--- config.mk ---
export PLATFORM = sky130hd
export DESIGN_NAME = alu_exec_unit
export DESIGN_NICKNAME = d
export VERILOG_FILES = /design/src/rtl/alu_exec_unit_pkg.sv /design/src/rtl/alu_exec_unit_multiplier.sv /design/src/rtl/alu_exec_unit.sv
export SDC_FILE = /design/constraint.sdc
export NUM_CORES = 1
export LEC_CHECK = 0
export ABC_AREA = 1
export ABC_CLOCK_PERIOD_IN_PS = 2900
export BUFFER_PORTS_ARGS = -buffer_cell sky130_fd_sc_hd__buf_2
export CAP_MARGIN = 40
export CORE_MARGIN = 2
export CORE_UTILIZATION = 38
export CTS_CLUSTER_DIAMETER = 50
export DETAILED_ROUTE_END_ITERATION = 12
export PLACE_DENSITY = 0.62
export SYNTH_ARGS = -nofsm -noshare
export SYNTH_HDL_FRONTEND = slang
export SYNTH_SLANG_ARGS = --single-unit
--- constraint.sdc ---
create_clock -name Clock -period 2.9 [get_ports Clock]
set_input_delay 0.29 -clock Clock [delete_from_list [all_inputs] [get_ports Clock]]
set_output_delay 0.29 -clock Clock [all_outputs]
set_load 0.01 [all_outputs]
--- src/rtl/alu_exec_unit_pkg.sv ---
// Shared definitions for the ALU execution stage: opcodes, FSM states and default widths.
// The optional iterative multiplier is enabled by defining ALU_MUL_EN.
package alu_exec_unit_pkg;

    localparam int ALU_DATA_W = 13;
    localparam int ALU_REG_AW = 3;
    localparam int MUL_ITERS  = 13;

    typedef enum logic [2:0] {
        OP_ADD = 3'b000,
        OP_SUB = 3'b001,
        OP_AND = 3'b010,
        OP_OR  = 3'b011,
        OP_XOR = 3'b100,
        OP_SHL = 3'b101,
        OP_SHR = 3'b110,
        OP_MUL = 3'b111
    } alu_op_e;

    typedef enum logic [1:0] {
        ST_IDLE = 2'b00,
        ST_EXEC = 2'b01,
        ST_MUL  = 2'b10,
        ST_WB   = 2'b11
    } alu_state_e;

endpackage

--- src/rtl/alu_exec_unit_multiplier.sv ---
// Iterative shift-add multiplier, one multiplier bit per cycle; only instantiated when ALU_MUL_EN is defined.
// done and product are combinational and valid during the cycle that performs the final iteration.
module alu_multiplier
    import alu_exec_unit_pkg::*;
#(
    parameter int W = ALU_DATA_W
) (
    input  logic           clk,
    input  logic           rst,
    input  logic           start,
    input  logic [W-1:0]   a,
    input  logic [W-1:0]   b,
    output logic           done,
    output logic [2*W-1:0] product
);

    localparam int CW = $clog2(MUL_ITERS + 1);

    logic           active_q, active_d;
    logic [CW-1:0]  cnt_q, cnt_d;
    logic [2*W-1:0] mcand_q, mcand_d;
    logic [2*W-1:0] acc_q, acc_d;
    logic [W-1:0]   mplier_q, mplier_d;
    logic [2*W-1:0] partial_s;

    // Next iteration of the shift-add recurrence.
    always_comb begin
        partial_s = mplier_q[0] ? mcand_q : '0;
        product   = acc_q + partial_s;
        done      = active_q && (cnt_q == CW'(MUL_ITERS - 1));
        active_d  = active_q;
        cnt_d     = cnt_q;
        mcand_d   = mcand_q;
        mplier_d  = mplier_q;
        acc_d     = acc_q;
        if (start) begin
            active_d = 1'b1;
            cnt_d    = '0;
            mcand_d  = {{W{1'b0}}, a};
            mplier_d = b;
            acc_d    = '0;
        end else if (active_q) begin
            acc_d    = product;
            mcand_d  = mcand_q << 1;
            mplier_d = mplier_q >> 1;
            cnt_d    = cnt_q + CW'(1);
            if (done) begin
                active_d = 1'b0;
            end else begin
                active_d = 1'b1;
            end
        end else begin
            active_d = 1'b0;
        end
    end

    // Multiplier state registers.
    always_ff @(posedge clk or posedge rst) begin
        if (rst) begin
            active_q <= 1'b0;
            cnt_q    <= '0;
            mcand_q  <= '0;
            mplier_q <= '0;
            acc_q    <= '0;
        end else begin
            active_q <= active_d;
            cnt_q    <= cnt_d;
            mcand_q  <= mcand_d;
            mplier_q <= mplier_d;
            acc_q    <= acc_d;
        end
    end

endmodule

--- src/rtl/alu_exec_unit.sv ---
// Multi-cycle ALU execution stage with a one-cycle write-back pulse to the register file.
// Define ALU_MUL_EN to build the iterative multiplier for opcode 111; otherwise that opcode writes nothing.
module alu_exec_unit
    import alu_exec_unit_pkg::*;
#(
    parameter int DATA_W = ALU_DATA_W,
    parameter int REG_AW = ALU_REG_AW
) (
    input  logic              Clock,
    input  logic              Reset,
    input  logic              Start,
    input  logic [2:0]        OpCode,
    input  logic [REG_AW-1:0] DestReg,
    input  logic [DATA_W-1:0] RegData2,
    input  logic [DATA_W-1:0] RegData3,
    output logic              Busy,
    output logic [REG_AW-1:0] WriteReg,
    output logic [DATA_W-1:0] ALU_Result,
    output logic              WriteFlag,
    output logic              Carry,
    output logic              Zero
);

`ifdef ALU_MUL_EN
    localparam bit MUL_ENABLED = 1'b1;
`else
    localparam bit MUL_ENABLED = 1'b0;
`endif

    alu_state_e        state_q, state_d;
    alu_op_e           op_q, op_d;
    logic [DATA_W-1:0] a_q, a_d, b_q, b_d;
    logic [REG_AW-1:0] dest_q, dest_d, wreg_q, wreg_d;
    logic [DATA_W-1:0] result_q, result_d;
    logic              busy_q, busy_d, wflag_q, wflag_d, carry_q, carry_d, zero_q, zero_d;
    logic [DATA_W:0]   sum_s, diff_s;
    logic [3:0]        shamt_s;
    logic [DATA_W-1:0] exec_res_s;
    logic              exec_carry_s;
    logic              mul_done_s;

`ifdef ALU_MUL_EN
    logic [2*DATA_W-1:0] mul_product_s;

    alu_multiplier #(.W(DATA_W)) u_mul (
        .clk     (Clock),
        .rst     (Reset),
        .start   (Start && (state_q == ST_IDLE) && (OpCode == OP_MUL)),
        .a       (RegData2),
        .b       (RegData3),
        .done    (mul_done_s),
        .product (mul_product_s)
    );
`else
    assign mul_done_s = 1'b0;
`endif

    // Result and flag of the latched operation.
    always_comb begin
        sum_s        = {1'b0, a_q} + {1'b0, b_q};
        diff_s       = {1'b0, a_q} - {1'b0, b_q};
        shamt_s      = b_q[3:0];
        exec_res_s   = '0;
        exec_carry_s = 1'b0;
        case (op_q)
            OP_ADD: begin
                exec_res_s   = sum_s[DATA_W-1:0];
                exec_carry_s = sum_s[DATA_W];
            end
            OP_SUB: begin
                exec_res_s   = diff_s[DATA_W-1:0];
                exec_carry_s = diff_s[DATA_W];
            end
            OP_AND: exec_res_s = a_q & b_q;
            OP_OR:  exec_res_s = a_q | b_q;
            OP_XOR: exec_res_s = a_q ^ b_q;
            OP_SHL: exec_res_s = (32'(shamt_s) >= DATA_W) ? '0 : (a_q << shamt_s);
            OP_SHR: exec_res_s = (32'(shamt_s) >= DATA_W) ? '0 : (a_q >> shamt_s);
            OP_MUL: begin
`ifdef ALU_MUL_EN
                exec_res_s   = mul_product_s[DATA_W-1:0];
                exec_carry_s = |mul_product_s[2*DATA_W-1:DATA_W];
`else
                exec_res_s   = '0;
`endif
            end
            default: exec_res_s = '0;
        endcase
    end

    // FSM state register.
    always_ff @(posedge Clock or posedge Reset) begin
        if (Reset) begin
            state_q <= ST_IDLE;
        end else begin
            state_q <= state_d;
        end
    end

    // FSM next-state logic; Start outside IDLE is dropped.
    always_comb begin
        state_d = state_q;
        case (state_q)
            ST_IDLE: begin
                if (Start) begin
                    state_d = ((OpCode == OP_MUL) && MUL_ENABLED) ? ST_MUL : ST_EXEC;
                end else begin
                    state_d = ST_IDLE;
                end
            end
            ST_EXEC: state_d = ST_WB;
            ST_MUL: begin
                if (mul_done_s) begin
                    state_d = ST_WB;
                end else begin
                    state_d = ST_MUL;
                end
            end
            ST_WB:   state_d = ST_IDLE;
            default: state_d = ST_IDLE;
        endcase
    end

    // FSM outputs: operand capture and write-back values, registered below.
    always_comb begin
        a_d      = a_q;
        b_d      = b_q;
        op_d     = op_q;
        dest_d   = dest_q;
        wreg_d   = wreg_q;
        result_d = result_q;
        carry_d  = carry_q;
        zero_d   = zero_q;
        wflag_d  = 1'b0;
        busy_d   = (state_d != ST_IDLE);
        if ((state_q == ST_IDLE) && Start) begin
            a_d    = RegData2;
            b_d    = RegData3;
            op_d   = alu_op_e'(OpCode);
            dest_d = DestReg;
        end else begin
            op_d = op_q;
        end
        // Entry into WB: a disabled multiply still walks the FSM but commits nothing.
        if (state_d == ST_WB) begin
            if ((op_q == OP_MUL) && !MUL_ENABLED) begin
                wflag_d = 1'b0;
            end else begin
                wflag_d  = 1'b1;
                wreg_d   = dest_q;
                result_d = exec_res_s;
                carry_d  = exec_carry_s;
                zero_d   = (exec_res_s == '0);
            end
        end else begin
            wflag_d = 1'b0;
        end
    end

    // Datapath and output registers.
    always_ff @(posedge Clock or posedge Reset) begin
        if (Reset) begin
            a_q      <= '0;
            b_q      <= '0;
            op_q     <= OP_ADD;
            dest_q   <= '0;
            wreg_q   <= '0;
            result_q <= '0;
            carry_q  <= 1'b0;
            zero_q   <= 1'b0;
            wflag_q  <= 1'b0;
            busy_q   <= 1'b0;
        end else begin
            a_q      <= a_d;
            b_q      <= b_d;
            op_q     <= op_d;
            dest_q   <= dest_d;
            wreg_q   <= wreg_d;
            result_q <= result_d;
            carry_q  <= carry_d;
            zero_q   <= zero_d;
            wflag_q  <= wflag_d;
            busy_q   <= busy_d;
        end
    end

    assign Busy       = busy_q;
    assign WriteFlag  = wflag_q;
    assign WriteReg   = wreg_q;
    assign ALU_Result = result_q;
    assign Carry      = carry_q;
    assign Zero       = zero_q;

endmodule
Word-level counts from Yosys, hierarchy flattened
Index checks and enable logic that the tools add are counted.

Add/subtract/negate cells: 2. Order comparisons: 1. Multiplexer cells: 8. Div/mod/pow operators: 0. Shift-type cells: 2. Bitwise operators: 4. Multiply operators: 0. Equality and inequality tests: 11. Reductions and logical operators: 6.

Operators by type and width (number): 13-bit case mux with 8 select lines (1); 13-bit two-way mux (2); 13-bit by 13-bit adder with 14-bit output (1); 13-bit by 13-bit subtractor with 14-bit output (1); 13-bit AND (1); 13-bit zero test (1); 13-bit bitwise OR (1); 13-bit by 4-bit << shifter with 13-bit output (1); 13-bit by 4-bit right shift with 13-bit output (1); 13-bit bitwise XOR (1); 3-bit equality test, second input constant (4); 2-bit case mux with 4 select lines (1); 2-bit equality test, second input constant (3); 3-bit by 2-bit equality test with 1-bit output, second input constant (2); 4-bit >= comparator, second input constant (1); 3-bit by 1-bit equality test with 1-bit output, second input constant (1); 3-bit zero test (1); 1-bit two-way mux (3); 2-bit by 1-bit equality test with 1-bit output, second input constant (1); 2-bit zero test (1); 1-bit case mux with 2 select lines (1); 2-bit AND reduction (1); 2-bit nonzero test (1); 1-bit logical AND (1); 1-bit NOT (1).

Memories: 0. Latch bits: 0. Memory bits (read-only): 0. Flip-flop bits (word level): 54. Input bits: 35. Word-level logic and storage cells: 45. Output and inout bits: 20. RAM bits: 0.

Longest topological paths before layout
Gate-level depths: netlist of run 1.

Depth after elaboration: 4. Depth in mapped cells: 20. Gate-level depth less buffers: 17.

Least setup slack after synthesis of run 1
OpenSTA, ideal clock, no wires.

Path kind: register to register. From: register b_q[2]. To: register zero_q (netlist: Zero). Path buffers: 3. Setup time: 0.065 ns. Period minus slack after synthesis: 2.412 ns. Slack: 0.488 ns. Data arrival time: 2.346 ns. Required time: 2.835 ns. Stages on the path, launching flop included: 19. Path through: dfrtp_1 buf_2 inv_2 clkbuf_1 ha_1 buf_2 nor2_1 nand2_1 nand3_1 nand2_1 nand2_1 nand2_1 nand3_1 nand3_1 nor2_1 nand2_1 nor2_1 nand4_1 nand2_1.

Cells in the longest elaborated chain, start to end: 4. Elaborated cells on any way between the ends: 12. Those cells by class: 2 x add/sub; 1 x order compare; 2 x shift; 3 x mux; 3 x bitwise; 1 x reduce/logical.

RTL lines: start: declaration (line alu_exec_unit.sv:32) `logic [DATA_W-1:0] a_q, a_d, b_q, b_d;`; start signal: assignment (line alu_exec_unit.sv:164) `b_q <= '0;`; start signal: assignment (line alu_exec_unit.sv:175) `b_q <= b_d;`; parallel branches: the longest is 2 deep, another holds 13-bit by 13-bit subtractor with 14-bit output; 13-bit case mux with 8 select lines * (line alu_exec_unit.sv:65) `case (op_q)`; 13-bit zero test * (line alu_exec_unit.sv:153) `zero_d = (exec_res_s == '0);`; end signal: assignment (line alu_exec_unit.sv:181) `zero_q <= zero_d;`; end: declaration (line alu_exec_unit.sv:35) `logic busy_q, busy_d, wflag_q, wflag_d, carry_q, carry_d, zero_q, zero_d;`.

Mark *: on every way between the ends. A chain may end at the register's enable or synchronous reset.

Worst setup path in the final report of run 1
From: register a_q[0]. To: register zero_q (netlist: Zero).

Cells in the longest elaborated chain, start to end: 4. Elaborated cells on any way between the ends: 11. Those cells by class: 2 x add/sub; 2 x shift; 3 x mux; 3 x bitwise; 1 x reduce/logical.

RTL lines: start: declaration (line alu_exec_unit.sv:32); start signal: assignment (line alu_exec_unit.sv:163) `a_q <= '0;`; start signal: assignment (line alu_exec_unit.sv:174) `a_q <= a_d;`; parallel branches: the longest is 2 deep, another holds 13-bit by 13-bit subtractor with 14-bit output; 13-bit case mux with 8 select lines * (line alu_exec_unit.sv:65); 13-bit zero test * (line alu_exec_unit.sv:153).

Marked as above.

==> results of run 1 <==
sequential cells by signal, indices dropped and copies added (netlist names):
name,count
ALU_Result,13
Busy,1
Carry,1
WriteFlag,1
WriteReg,3
Zero,1
a_q,13
b_q,13
dest_q,3
op_q,3
state_q,2
stage by stage:
step / setup WS, ps / std cells / cell area [um^2]
after detailed placement: 320.6 / 1066 / 5746
after global placement: 288.7 / 1066 / 5746
after CTS: 298.1 / 1074 / 5888
final: 244.7 / 1074 / 5888
after global routing: 59.53 / 1074 / 5888
after floorplan: 488.2 / 849 / 5253
logic make-up (layout without fill, tap and decap cells):
kind of cell / count (synthesis) / in the layout / share of synthesized area (%)
compound gates: 99 / 99 / 9.790
xor+xnor: 2 / 2 / 0.3336
fa+ha+maj: 45 / 45 / 11.01
buf+inv: 125 / 174 / 9.576
flops: 54 / 54 / 25.73
mux: 3 / 3 / 0.6431
simple gates: 521 / 521 / 42.93
layout make-up:
| type | instances | share of cell area (%) |
|---|---|---|
| well taps | 176 | 3.740 |
| flip-flops and latches | 54 | 22.95 |
| multi-input cells | 670 | 57.76 |
| clock inverters | 2 | 0.2337 |
| clock buffers | 6 | 2.189 |
| repair buffers | 76 | 7.395 |
| inverters | 90 | 5.737 |
Yosys cell counts:
| cell type | number | area [um^2] |
|---|---|---|
| nand2_1 | 238 | 893.4 |
| inv_1 | 81 | 304.0 |
| o21a_1 | 1 | 7.510 |
| nor2_1 | 115 | 431.7 |
| nand4_1 | 16 | 100.1 |
| o22ai_1 | 3 | 18.77 |
| buf_1 | 3 | 11.26 |
| clkbuf_1 | 14 | 52.55 |
| dfrtp_1 | 54 | 1351 |
| nor3_2 | 1 | 10.01 |
| or2_2 | 1 | 6.260 |
| o21ai_0 | 22 | 110.1 |
| o21ai_1 | 3 | 15.01 |
| o21bai_1 | 2 | 15.01 |
| buf_2 | 15 | 75.07 |
| nand3_2 | 4 | 40.04 |
| o211ai_1 | 2 | 15.01 |
| nor3_1 | 5 | 25.02 |
| a21boi_1 | 1 | 7.510 |
| fa_1 | 2 | 40.04 |
| ha_1 | 43 | 538.0 |
| a21oi_1 | 65 | 325.3 |
| buf_6 | 1 | 11.26 |
| nand3_1 | 129 | 645.6 |
| nor4_1 | 1 | 6.260 |
| or2_1 | 1 | 6.260 |
| inv_2 | 9 | 33.78 |
| nand2_2 | 3 | 18.77 |
| mux2_2 | 3 | 33.78 |
| buf_4 | 2 | 15.01 |
| xor2_1 | 2 | 17.52 |
| nand3b_1 | 2 | 15.01 |
| nand2_4 | 5 | 56.30 |
metal layers:
| metal | GRT usage, % | wire [um] | part of all wire (%) | vias up |
|---|---|---|---|---|
| li1 | - | - | - | 2832 |
| met1 | 36.52 | 8020 | 45 | 2587 |
| met2 | 36.80 | 7501 | 42 | 275 |
| met3 | 2.949 | 1408 | 7.9 | 41 |
| met4 | 9.483 | 795 | 4.5 | 0 |
| met5 | 0 | 0 | 0 | - |
critical path, delay by kind of cell, from the launching register on:
family        cells  cell delay (ps)
simple gates     12             1170
buf+inv           2              280
fa+ha+maj         2              700
flops             1              440
path summary, 6_finish.rpt:
kind / start / end / slack, ps / cells past startpoint
worst min-delay path: Reset / state_q[0] / 50 / 2
worst max-delay path: a_q[0] / Zero / 240 / 16
worst min register to register: WriteReg[1] / WriteReg[1] / 470 / 2
max in group asynchronous: Reset / b_q[11] / 2090 / 3
min in group Clock: DestReg[1] / dest_q[1] / 230 / 2
worst max register to register: a_q[0] / Zero / 240 / 16
==> impl_metrics.json, run 1 <==
{
  "die_w_um": 121.6,
  "whs_ps": 52.24,
  "worstPathMaxFanout": 5,
  "tightestPinTransition_ps": 806.6,
  "area_growth_pct": 12.10,
  "max_slew_margin_pct": 46.04,
  "worstPathRequired_ps": 3140,
  "finClkSkew_ps": 9.607,
  "cpMostUsedCell": "nand2_1",
  "ys_seq_area_share_pct": 25.73,
  "crit_arrival_ps": 2890,
  "num-fill-cells": 1477,
  "finalSetupViolCount": 0,
  "worstPathCellList": "inv_1, ha_1, fa_1, inv_1, nand2_1, nand3_1, nand2_1, nand2_1, nand2_1, nand3_1, nand3_1, nor2_1, nand2_1, nor2_1, nand4_1, nand2_1",
  "netlist_area_mm2": 0.005253,
  "yosysWarnings": 0,
  "gr-total-overflow": 0,
  "gp_congestion": 1.017,
  "cts_setup_buffers": 0,
  "hold_viol_final": 0,
  "clk_latency_ps": 300,
  "final_common_cell": "nand2_1",
  "ctsHtreeMaxLevel": 2,
  "ctsResizeCount": 0,
  "fp.dieH_um": 121.6,
  "initial_utilization_pct": 39.35,
  "design.core.area_mm2": 0.01335,
  "drc": 0,
  "cp_slowest_cell": "dfrtp_1",
  "finalMaxSlewViolations": 0,
  "fin_crit_sh_pct": 91.56,
  "cts_hold_buffers": 0,
  "clock.fmax_ghz": 0.3766,
  "drive_gt1_share_pct": 12.36,
  "track_usage_pct": 24.70,
  "grt_max_degree": 48,
  "antenna_found_initial": 0,
  "cp-end-kind": "flip-flop",
  "n_antenna_cell": 0,
  "cts.path.max_buffers": 2,
  "cts_tree": "yes",
  "cap_violations": 0,
  "finalSetupTns_ps": 0,
  "critical_path.max_stage_delay_ps": 440,
  "dieArea_mm2": 0.01478,
  "rows": 42,
  "fin_util_pct": 44.11,
  "clkTransAtPathRegs_ps": 70,
  "vias_per_cell": 5.340,
  "rsz0062_at_grt": "false",
  "avgSynthCellArea_um2": 6.187,
  "fin_crit_ps": 2655,
  "cts_root_buf": "clkbuf_16",
  "cts_made_buffers": 5,
  "status": "finished clean",
  "synthCells": 849,
  "path_class": "reg -> reg",
  "final_nets": 977,
  "register_area_mm2": 0.001351,
  "vias": 5735,
  "portBuffers": 54,
  "dp_hpwl_um": 14420,
  "io_pins": 55,
  "wire_per_inst_um": 16.50,
  "syn_nets": 929,
  "cts_sinks": 54,
  "ys_ff_latch": 54,
  "grt_pass1_vias": 5283,
  "holdCritPathClass": "in -> async",
  "final_cell_mix": "237 x nand2_1, 129 x nand3_1, 115 x nor2_1, 80 x inv_1, 65 x a21oi_1",
  "ys_types": 33,
  "final_antenna_net_count": 0,
  "wl_um": 17730,
  "dr.pass1.iters": 6,
  "grt_pass1_wl_um": 28480,
  "startpoint_type": "flip-flop",
  "drtIter0Drc": 623,
  "multi_input_area_mm2": 0.003401
}
Power of run 1 is not shown: default switching activity piles up to over one toggle a cycle in this logic, so the estimate is an artifact.
==> run 2, diff against run 1 <==
--- a/config.mk
+++ b/config.mk
@@ -14,6 +14,7 @@
 export CTS_CLUSTER_DIAMETER = 50
 export DETAILED_ROUTE_END_ITERATION = 12
 export PLACE_DENSITY = 0.62
+export RECOVER_POWER = 25
 export SYNTH_ARGS = -nofsm -noshare
 export SYNTH_HDL_FRONTEND = slang
 export SYNTH_SLANG_ARGS = --single-unit
==> run 2 against run 1 <==
Compared with the run above: register-to-register slack barely moved; hold slack better by 180 ps; clock skew is essentially flat; critical endpoint unchanged; highest routed layer unchanged.
==> impl_metrics.json, run 2 (synthesis results as in run 1) <==
{
  "status": "finished clean",
  "cts_setup_buffers": 0,
  "cts_root_buf": "clkbuf_16",
  "io_pins": 55,
  "final_antenna_net_count": 0,
  "fin_util_pct": 44.09,
  "finalSetupViolCount": 0,
  "ctsHtreeMaxLevel": 2,
  "antenna_found_initial": 0,
  "finalSetupTns_ps": 0,
  "worstPathMaxFanout": 5,
  "path_class": "reg -> reg",
  "drc": 0,
  "holdCritPathClass": "in -> reg",
  "fin_crit_ps": 2653,
  "vias_per_cell": 5.365,
  "worstPathCellList": "inv_1, ha_1, fa_1, inv_1, nand2_1, nand3_1, nand2_1, nand2_1, nand2_1, nand3_1, nand3_1, nor2_1, nand2_1, nor2_1, nand4_1, nand2_1",
  "ff2ff_setup_slack_ps": 250,
  "dieArea_mm2": 0.01478,
  "area_growth_pct": 12.03,
  "regToRegEndpoint": "Zero",
  "final_cell_mix": "237 x nand2_1, 129 x nand3_1, 115 x nor2_1, 81 x inv_1, 65 x a21oi_1",
  "drive_gt1_share_pct": 12.14,
  "startpoint_type": "flip-flop",
  "finClkSkew_ps": 9.419,
  "final_common_cell": "nand2_1",
  "cts_sinks": 54,
  "dp_hpwl_um": 14420,
  "grt_pass1_wl_um": 28480,
  "grt_max_degree": 48,
  "cts_hold_buffers": 0,
  "finalMaxSlewViolations": 0,
  "track_usage_pct": 24.70,
  "final_nets": 977,
  "die_w_um": 121.6,
  "reg2reg_depth": 16,
  "cts.path.max_buffers": 2,
  "max_slew_margin_pct": 6.010,
  "ctsResizeCount": 0,
  "wire_per_inst_um": 16.53,
  "design.core.area_mm2": 0.01335,
  "portBuffers": 54,
  "critPathTopFamily": "simple AND/OR/NAND/NOR gates",
  "drtIter0Drc": 623,
  "fin_crit_sh_pct": 91.48,
  "cp_num_buf_inv": 2,
  "cap_violations": 0,
  "critical_path.max_stage_delay_ps": 440,
  "crit_arrival_ps": 2890,
  "gr-total-overflow": 0,
  "gp_congestion": 1.017,
  "clkTransAtPathRegs_ps": 70,
  "dr.pass1.iters": 6,
  "cts_made_buffers": 5,
  "cp_slowest_cell": "dfrtp_1",
  "clock.fmax_ghz": 0.3770,
  "min_path_cells": 2,
  "grt_pass1_vias": 5283,
  "wl_um": 17750,
  "cp-end-kind": "flip-flop",
  "cpMostUsedCell": "nand2_1",
  "cts_tree": "yes",
  "hold_path_end": "dest_q[1]",
  "tightestPinTransition_ps": 1410,
  "initial_utilization_pct": 39.35,
  "hold_path_startpoint": "DestReg[1]",
  "vias": 5762,
  "fp.dieH_um": 121.6,
  "worstPathRequired_ps": 3140,
  "clk_latency_ps": 300,
  "rsz0062_at_grt": "false",
  "rr_startpoint": "a_q[0]",
  "hold_viol_final": 0,
  "n_antenna_cell": 0,
  "rows": 42
}
==> run 2: metrics by stage <==
| step | worst slack [ps] | cell area [um^2] | cells | hold slack, ps |
|---|---|---|---|---|
| 5_1_grt | 59.53 | 5884 | 1074 | 230.1 |
| 2_1_floorplan | 488.2 | 5253 | 849 | 421.8 |
| 3_5_place_dp | 320.6 | 5746 | 1066 | 392.2 |
| 6_report | 247.2 | 5884 | 1074 | 229.1 |
| 3_3_place_gp | 288.7 | 5746 | 1066 | 387.1 |
| 4_1_cts | 298.1 | 5888 | 1074 | 77.28 |
==> run 2: per-layer routing <==
layer	track usage (%)	vias to the layer above	part of all wire, %
li1	-	2830	-
met1	36.52	2581	45
met2	36.80	305	42
met3	2.949	46	8.5
met4	9.483	0	4.6
met5	0	-	0
==> run 2: worst max path at each step <==
stage               startpoint   end  slack (ps)  cells past startpoint
finish                  a_q[0]  Zero         250                     16
global route            a_q[0]  Zero          60                     16
CTS                     a_q[0]  Zero         300                     16
detailed placement      a_q[0]  Zero         320                     16
global placement        a_q[0]  Zero         290                     16
floorplan               b_q[2]  Zero         490                     18
==> run 2: cell type report <==
| class | instances | area, um^2 |
|---|---|---|
| Clock inverter | 2 | 13.76 |
| Tap cell | 176 | 220.2 |
| Timing Repair Buffer | 76 | 431.7 |
| Multi-Input combinational cell | 670 | 3401 |
| Sequential cell | 54 | 1351 |
| Clock buffer | 6 | 128.9 |
| Fill cell | 1479 | 7463 |
| Inverter | 90 | 337.8 |
==> run 2: worst register-to-register path, cell delays in order, from the launching register on <==
cell and delay [ps]:
dfrtp_1 440, inv_1 130, ha_1 270, fa_1 430
inv_1 150, nand2_1 70, nand3_1 140, nand2_1 110
nand2_1 110, nand2_1 70, nand3_1 70, nand3_1 100
nor2_1 180, nand2_1 70, nor2_1 100, nand4_1 90
nand2_1 60
Power of run 2 is left out for the same reason.
==> run 3, diff against run 2 <==
--- a/config.mk
+++ b/config.mk
@@ -6,7 +6,7 @@
 export NUM_CORES = 1
 export LEC_CHECK = 0
 export ABC_AREA = 1
-export ABC_CLOCK_PERIOD_IN_PS = 2900
+export ABC_CLOCK_PERIOD_IN_PS = 3100
 export BUFFER_PORTS_ARGS = -buffer_cell sky130_fd_sc_hd__buf_2
 export CAP_MARGIN = 40
 export CORE_MARGIN = 2
==> constraint.sdc (replaced) <==
create_clock -name Clock -period 3.1 [get_ports Clock]
set_input_delay 0.31 -clock Clock [delete_from_list [all_inputs] [get_ports Clock]]
set_output_delay 0.31 -clock Clock [all_outputs]
set_load 0.01 [all_outputs]
==> run 3 against run 2 <==
Compared with the run above: critical path depth unchanged; global-route usage up 0.47 points; non-clock buffer count down 5; clock-buffer cell count down 1; clock skew down 2.4 ps; final cell count down 0.56%; first-iteration DRC count up 13%; cell area down 0.43%; hold slack better by 11 ps; maximum frequency up 0.74%; highest routed layer unchanged.
==> impl_metrics.json, run 3 (synthesis results as in run 1) <==
{
  "cp-end-kind": "flip-flop",
  "dp_hpwl_um": 14480,
  "num-fill-cells": 1457,
  "fp.dieH_um": 121.6,
  "initial_utilization_pct": 39.35,
  "holdCritPathClass": "in -> reg",
  "placed_cells": 1061,
  "crit_arrival_ps": 2870,
  "dp_slack_ps": 546.4,
  "reg2reg_depth": 16,
  "dr.pass1.iters": 5,
  "whs_ps": 239.6,
  "design.core.area_mm2": 0.01335,
  "cp_slowest_cell": "dfrtp_1",
  "drc": 0,
  "startpoint_type": "flip-flop",
  "cts_sinks": 54,
  "gp_congestion": 1.002,
  "cpMostUsedCell": "nand2_1",
  "wire_per_inst_um": 16.88,
  "clock.fmax_ghz": 0.3798,
  "final_nets": 972,
  "vias": 5642,
  "crit_path_start": "a_q[0]",
  "gr-total-overflow": 0,
  "fin_crit_ps": 2633,
  "ctsHtreeMaxLevel": 2,
  "setup_slack_ps": 466.8,
  "io_pins": 55,
  "fin_crit_sh_pct": 84.94,
  "die_w_um": 121.6,
  "clk_latency_ps": 300,
  "final_cell_mix": "237 x nand2_1, 129 x nand3_1, 115 x nor2_1, 81 x inv_1, 65 x a21oi_1",
  "n_antenna_cell": 0,
  "critPathTopFamily": "simple AND/OR/NAND/NOR gates",
  "cap_violations": 0,
  "max_slew_margin_pct": 13.86,
  "cts_made_buffers": 5,
  "hold_viol_final": 0,
  "min_path_cells": 2,
  "area_growth_pct": 11.55,
  "finClkSkew_ps": 7.028,
  "rr_startpoint": "a_q[0]",
  "rsz0062_at_grt": "false",
  "hold_path_startpoint": "DestReg[1]",
  "finalSetupTns_ps": 0,
  "worstPathRequired_ps": 3340,
  "final_common_cell": "nand2_1",
  "vias_per_cell": 5.283,
  "dieArea_mm2": 0.01478,
  "rows": 42,
  "portBuffers": 54,
  "grt_pass1_wl_um": 28490,
  "final_antenna_net_count": 0,
  "track_usage_pct": 25.18,
  "worstPathMaxFanout": 5,
  "cts_root_buf": "clkbuf_16",
  "grt_pass1_vias": 5186,
  "status": "finished clean",
  "wl_um": 18030,
  "worstPathCellList": "inv_1, ha_1, fa_1, inv_1, nand2_1, nand3_1, nand2_1, nand2_1, nand2_1, nand3_1, nand3_1, nor2_1, nand2_1, nor2_1, nand4_1, nand2_1",
  "cts_setup_buffers": 0,
  "cp_num_buf_inv": 2,
  "grt_max_degree": 48,
  "clkTransAtPathRegs_ps": 70,
  "ctsResizeCount": 0,
  "antenna_found_initial": 0,
  "cts.path.max_buffers": 2,
  "drive_gt1_share_pct": 11.77,
  "drtIter0Drc": 701,
  "path_class": "reg -> reg",
  "cts_hold_buffers": 0,
  "path_depth": 16,
  "final_cells": 1068,
  "critical_path.max_stage_delay_ps": 470,
  "finalMaxSlewViolations": 0,
  "tightestPinTransition_ps": 1291,
  "finalSetupViolCount": 0,
  "cts_tree": "yes"
}
run 3: final cells by class:
type,instances,area [um^2],area share (%)
well taps,176,220.2,3.758
multi-input cells,670,3401,58.04
inverters,90,337.8,5.766
clock buffers,5,125.1,2.135
repair buffers,71,410.4,7.004
flip-flops and latches,54,1351,23.06
clock inverters,2,13.76,0.2349
run 3: worst paths after layout:
check,to,slack [ps]
setup / recovery,Zero,470
hold / removal,dest_q[1],240
setup reg to reg,Zero,470
hold reg to reg,WriteReg[1],470
max in group asynchronous,ALU_Result[6],1800
min in group asynchronous,dest_q[1],360
run 3: layer usage:
metal	track usage, %	up-vias	part of all wire [%]
met2	38.24	238	43
met1	37.12	2555	46
met3	2.856	32	7.9
met5	0	-	0
met4	8.549	0	3.4
li1	-	2817	-
run 3: stage by stage:
stage	area, um^2	utilization [%]
floorplan	5253	-
global placement	5700	42.71
detailed placement	5720	42.86
CTS	5859	43.90
global route	5859	43.90
finish	5859	43.90
Power of run 3 is left out for the same reason.
